[config.mk]
export PLATFORM = sky130hd
export DESIGN_NAME = mul_seq
export DESIGN_NICKNAME = d
export VERILOG_FILES = /design/src/rtl/mips_pkg.sv /design/src/rtl/mul_seq.sv
export SDC_FILE = /design/constraint.sdc
export NUM_CORES = 1
export LEC_CHECK = 0
export ABC_AREA = 1
export CAP_MARGIN = 15
export CORE_MARGIN = 1
export CORE_UTILIZATION = 49
export DETAILED_ROUTE_END_ITERATION = 12
export PLACE_DENSITY = 0.66
export REMOVE_ABC_BUFFERS = 1
export SLEW_MARGIN = 10
export SYNTH_ARGS = -nofsm -noshare
export SYNTH_HDL_FRONTEND = slang
export SYNTH_SLANG_ARGS = --single-unit
[constraint.sdc]
create_clock -name clk -period 3.8 [get_ports clk]
set_input_delay 0.95 -clock clk [delete_from_list [all_inputs] [get_ports clk]]
set_output_delay 0.95 -clock clk [all_outputs]
set_load 0.01 [all_outputs]
[src/rtl/mips_pkg.sv]
// Shared MIPS-Lite definitions used by the EX-stage multiplier and its consumers.
//   mul_state_t : multiplier sequencer states
//   MUL_ITER    : shift-add iterations per product
//   MUL_LATENCY : cycles from start-sampling cycle to done (hazard unit / benches)
//   mag32       : two's complement magnitude of a 32-bit operand when signed
package mips_pkg;

    typedef enum logic [1:0] {
        IDLE,
        RUN,
        FIX
    } mul_state_t;

    localparam int unsigned MUL_ITER    = 32;
    localparam int unsigned MUL_LATENCY = 34;

    // 0x80000000 maps onto itself, which read unsigned is exactly 2^31.
    function automatic logic [31:0] mag32(input logic [31:0] v, input logic sgn);
        return (sgn && v[31]) ? (~v + 32'd1) : v;
    endfunction

endpackage

[src/rtl/mul_seq.sv]
// Iterative radix-2 shift-add 32x32 multiplier for the EX stage.
// Operands are reduced to magnitudes on start, multiplied unsigned over 32
// iterations, then the sign is applied to the full 64-bit product.
//
// Ports:
//   clk        rising-edge clock
//   rst        synchronous active-low reset
//   start      begin a multiply (sampled in IDLE only)
//   is_signed  1 = MULT, 0 = MULTU (sampled with start)
//   a, b       multiplicand / multiplier (sampled with start)
//   abort      cancel an in-flight operation (RUN or FIX)
//   busy       operation in flight, used to stall the pipeline
//   done       one-cycle pulse when hi/lo have just been updated
//   hi, lo     upper / lower product word, held until next completion
module mul_seq
    import mips_pkg::*;
#(
    parameter int unsigned WIDTH = 32
) (
    input  logic             clk,
    input  logic             rst,
    input  logic             start,
    input  logic             is_signed,
    input  logic [WIDTH-1:0] a,
    input  logic [WIDTH-1:0] b,
    input  logic             abort,
    output logic             busy,
    output logic             done,
    output logic [WIDTH-1:0] hi,
    output logic [WIDTH-1:0] lo
);

    localparam logic [5:0] LAST_ITER = 6'(MUL_ITER - 1);

    mul_state_t  state_q, state_d;
    logic [31:0] mcand_q, mcand_d;
    logic [31:0] mplier_q, mplier_d;
    logic [63:0] acc_q, acc_d;
    logic [5:0]  cnt_q, cnt_d;
    logic        neg_q, neg_d;
    logic        busy_q, busy_d;
    logic        done_q, done_d;
    logic [31:0] hi_q, hi_d;
    logic [31:0] lo_q, lo_d;

    logic [32:0] sum;
    logic [63:0] product;

    // Carry-out is kept so it shifts into acc[63] rather than being lost.
    assign sum     = {1'b0, acc_q[63:32]} + {1'b0, (mplier_q[0] ? mcand_q : 32'd0)};
    assign product = neg_q ? (~acc_q + 64'd1) : acc_q;

    always_comb begin
        state_d  = state_q;
        mcand_d  = mcand_q;
        mplier_d = mplier_q;
        acc_d    = acc_q;
        cnt_d    = cnt_q;
        neg_d    = neg_q;
        busy_d   = busy_q;
        done_d   = 1'b0;
        hi_d     = hi_q;
        lo_d     = lo_q;

        unique case (state_q)
            IDLE: begin
                if (start) begin
                    mcand_d  = mag32(a, is_signed);
                    mplier_d = mag32(b, is_signed);
                    neg_d    = is_signed & (a[31] ^ b[31]);
                    acc_d    = 64'd0;
                    cnt_d    = 6'd0;
                    busy_d   = 1'b1;
                    state_d  = RUN;
                end
            end
            RUN: begin
                if (abort) begin
                    busy_d  = 1'b0;
                    state_d = IDLE;
                end else begin
                    // Shifted-out multiplier bits are not needed; product bits
                    // accumulate into the lower half of acc instead.
                    acc_d    = {sum, acc_q[31:1]};
                    mplier_d = {1'b0, mplier_q[31:1]};
                    cnt_d    = cnt_q + 6'd1;
                    if (cnt_q == LAST_ITER) begin
                        state_d = FIX;
                    end
                end
            end
            FIX: begin
                busy_d  = 1'b0;
                state_d = IDLE;
                // abort wins over completion: results are discarded.
                if (!abort) begin
                    hi_d   = product[63:32];
                    lo_d   = product[31:0];
                    done_d = 1'b1;
                end
            end
            default: begin
                busy_d  = 1'b0;
                state_d = IDLE;
            end
        endcase
    end

    always_ff @(posedge clk) begin
        if (!rst) begin
            state_q  <= IDLE;
            mcand_q  <= 32'd0;
            mplier_q <= 32'd0;
            acc_q    <= 64'd0;
            cnt_q    <= 6'd0;
            neg_q    <= 1'b0;
            busy_q   <= 1'b0;
            done_q   <= 1'b0;
            hi_q     <= 32'd0;
            lo_q     <= 32'd0;
        end else begin
            state_q  <= state_d;
            mcand_q  <= mcand_d;
            mplier_q <= mplier_d;
            acc_q    <= acc_d;
            cnt_q    <= cnt_d;
            neg_q    <= neg_d;
            busy_q   <= busy_d;
            done_q   <= done_d;
            hi_q     <= hi_d;
            lo_q     <= lo_d;
        end
    end

    assign busy = busy_q;
    assign done = done_q;
    assign hi   = hi_q;
    assign lo   = lo_q;

endmodule

==> results.sh <==
export IMPL_fin_skew_ns=0.0185
export IMPL_clkTransAtPathRegs_ns=0.06
export IMPL_synth_seq_cells=203
export IMPL_status="finished clean"
export IMPL_yosysSeqAreaShare_pct=29.0
export IMPL_peakVddDrop_mv=0.354
export IMPL_drv_cap=0
export IMPL_grt_pass1_vias=13200
export IMPL_drc_errors=0
export IMPL_grt_pass1_wl_um=68900
export IMPL_hp_class="reg -> reg"
export IMPL_first_iter_violations=1203
export IMPL_crit_required_ns=4.27
export IMPL_async_flop_share_pct=0
export IMPL_insertion_delay_ns=0.55
export IMPL_setup_violations=0
export IMPL_endpoint="acc_q[63]"
export IMPL_slew_headroom_pct=31.2
export IMPL_drv_slew=0
export IMPL_fin_ws_ns=1.17
export IMPL_pre_cts_ws_ns=0.769
export IMPL_gr_total_overflow=0
export IMPL_synth_top_area_share_pct=29.0
export IMPL_hold_violations=0
export IMPL_wl_per_cell_um=15.2
export IMPL_ys_flop_type="dfxtp_1"
export IMPL_cts_tree="built"
export IMPL_cts_resized=0
export IMPL_r2r_cells=17
export IMPL_leakagePower_nw=7.94
export IMPL_worstMarginPinSlew_ns=1.03
export IMPL_initial_core_util_pct=50.1
export IMPL_antenna_found_initial=0
export IMPL_power_density_nw_per_um2=355
export IMPL_nNetsFinal=2517
export IMPL_finalCritPeriodShare_pct=69.1
export IMPL_drive_above_1_share_pct=4.41
export IMPL_die_height_um=171
export IMPL_layout_common_cells="nand2_1 (667), inv_1 (316), nor2_1 (227), dfxtp_1 (202), nand3_1 (190)"
export IMPL_finalCriticalPeriod_ns=2.63
export IMPL_clock_sinks=203
export IMPL_end_kind="flip-flop"
export IMPL_grt_max_degree=120
export IMPL_worst_hold_slack_ns=0.455
export IMPL_path_max_fanout=33
export IMPL_rsz0062_at_grt="false"
export IMPL_final_common_cell="nand2_1"
export IMPL_htreeDepth=1
export IMPL_clk_path_buf_depth=3
export IMPL_reg2reg_from="mplier_q[0]"
export IMPL_path_class="reg -> reg"
export IMPL_max_freq_mhz=381
export IMPL_routed_wirelength_um=42700
export IMPL_cts_hold_fix_buffers=0
export IMPL_cts_root_buf="clkbuf_16"
export IMPL_syn_inst=2322
export IMPL_synth_area_leader_cell="dfxtp_1"
export IMPL_num_rows=61
export IMPL_netlist_top_cells_area="dfxtp_1 (29%), nand2_1 (18%), inv_1 (8.5%)"
export IMPL_critical_path_arrival_ns=3.10
export IMPL_syn_to_final_growth_pct=17.0
export IMPL_fillers=2890
export IMPL_grt_usage_pct=29.3
export IMPL_vias=14800
export IMPL_core_um2=28000
export IMPL_gp_congestion=0.949
export IMPL_setup_worst_path_start="mplier_q[0]"
export IMPL_io_pins=135
export IMPL_ys_warn_count=0
export IMPL_synth_edf_count=0
export IMPL_avgSynthCellArea_um2=6.04
export IMPL_fp_dieW_um=171
export IMPL_r2r_end="acc_q[63]"
export IMPL_io_buffers=134
export IMPL_dr_pass1_iters=8
export IMPL_antenna_left=0
export IMPL_regArea_um2=4070
export IMPL_startpoint_type="flip-flop"
export IMPL_post_synth_instance_area_um2=14000
export IMPL_hpwlAfterDp_um=31600
export IMPL_vias_per_cell=5.26
export IMPL_die_area_um2=29300
export IMPL_multi_input_area_um2=8330
export IMPL_num_antenna_cells=0
export IMPL_numCtsBuffers=25
export IMPL_reg2reg_slack_ns=1.17
export IMPL_synth_cell_types=53
export IMPL_cts_setup_buffers=0
-- flip-flops by register name, summed over array words and instances, names as in the netlist --
register,cells
neg_q,1
lo,32
done,1
state_q,2
cnt_q,6
acc_q,64
mplier_q,32
mcand_q,32
busy,1
hi,32
-- report_power, final --
part | switching [mW] | total (mW) | internal, mW
logic | 0.713 | 1.09 | 0.374
clock network | 0.985 | 2.41 | 1.43
registers | 0.0873 | 2.33 | 2.25
-- per-layer routing --
metal	up-vias	GRT usage, %	routed length (µm)	part of all wire [%]
met5	-	0	0	0
met4	0	7.45	931	2.2
met3	61	3.64	2630	6.2
met2	450	44.9	17900	42
met1	6611	43.0	21200	50
li1	7639	-	-	-
-- metrics by stage --
step	setup TNS [ns]	std cells	power, mW	cell area, µm²	util (%)
after floorplan	-44.36	2235	3.05	13600	-
after CTS	0	2805	5.86	16400	58.6
after detailed placement	0	2762	3.45	15600	55.7
after global routing	0	2805	6.10	16400	58.6
final	0	2805	5.83	16400	58.6
after global placement	0	2762	3.44	15600	55.7
-- area by class of cell --
class                   count  share of cell area (%)
clock buffers              35                    4.28
clock inverters             8                   0.656
inverters                 331                    7.58
multi-input cells        1701                    50.8
flip-flops and latches    203                    24.8
well taps                 378                    2.88
repair buffers            149                    9.07
-- worst min-delay path by stage --
stage / cells past startpoint / end / slack (ns) / startpoint
after detailed placement: 2 / mcand_q[24] / 0.45 / mcand_q[24]
after global placement: 2 / mcand_q[24] / 0.44 / mcand_q[24]
after CTS: 2 / mcand_q[24] / 0.46 / mcand_q[24]
after global routing: 2 / mcand_q[4] / 0.48 / mcand_q[4]
after floorplan: 2 / mcand_q[30] / 0.43 / mcand_q[30]
final: 2 / mcand_q[22] / 0.45 / mcand_q[22]
-- cells by family after synthesis --
group | Yosys count | share of synthesized area, %
compound gates | 441 | 17.8
buf+inv | 418 | 11.7
xor+xnor | 44 | 2.75
flops | 203 | 29.0
simple gates | 1179 | 35.4
fa+ha+maj | 37 | 3.35
-- worst max-delay path, stage by stage (launching register included) --
cell and delay, ns:
dfxtp_1 0.30, buf_4 0.29, nand2_1 0.11, inv_1 0.08, ha_1 0.16, inv_1 0.06
fa_1 0.39, inv_1 0.12, nand3_1 0.08, nand3_1 0.16, nand2_1 0.08, nand2_1 0.16
nand2_1 0.07, nand2_1 0.15, nand3_1 0.08, nand2_1 0.07, nand2_1 0.05, a21oi_1 0.12
-- synth_stat cells (2+ instances only) --
master,number
buf_6,2
o21ai_1,7
o221ai_1,2
o21ai_2,4
dfxtp_1,203
nand2_2,4
xnor2_1,5
o31ai_1,3
nor3_1,21
buf_4,5
and2_1,3
inv_2,13
ha_1,36
nor2_1,228
o21a_1,26
a211oi_1,29
o21bai_1,22
a21oi_1,184
nand3_2,5
nand3b_1,13
nor2_4,3
inv_1,316
clkinv_1,2
o211ai_1,5
a32o_1,4
a31oi_1,8
nand2_1,667
buf_1,13
nor3_4,2
or2_2,11
nor3_2,2
xor2_1,39
or2_1,2
o21ai_0,140
buf_2,32
clkbuf_1,35
nor2_2,4
nand3_1,190
nand4_1,18
Power figures use the tool's default switching activity.
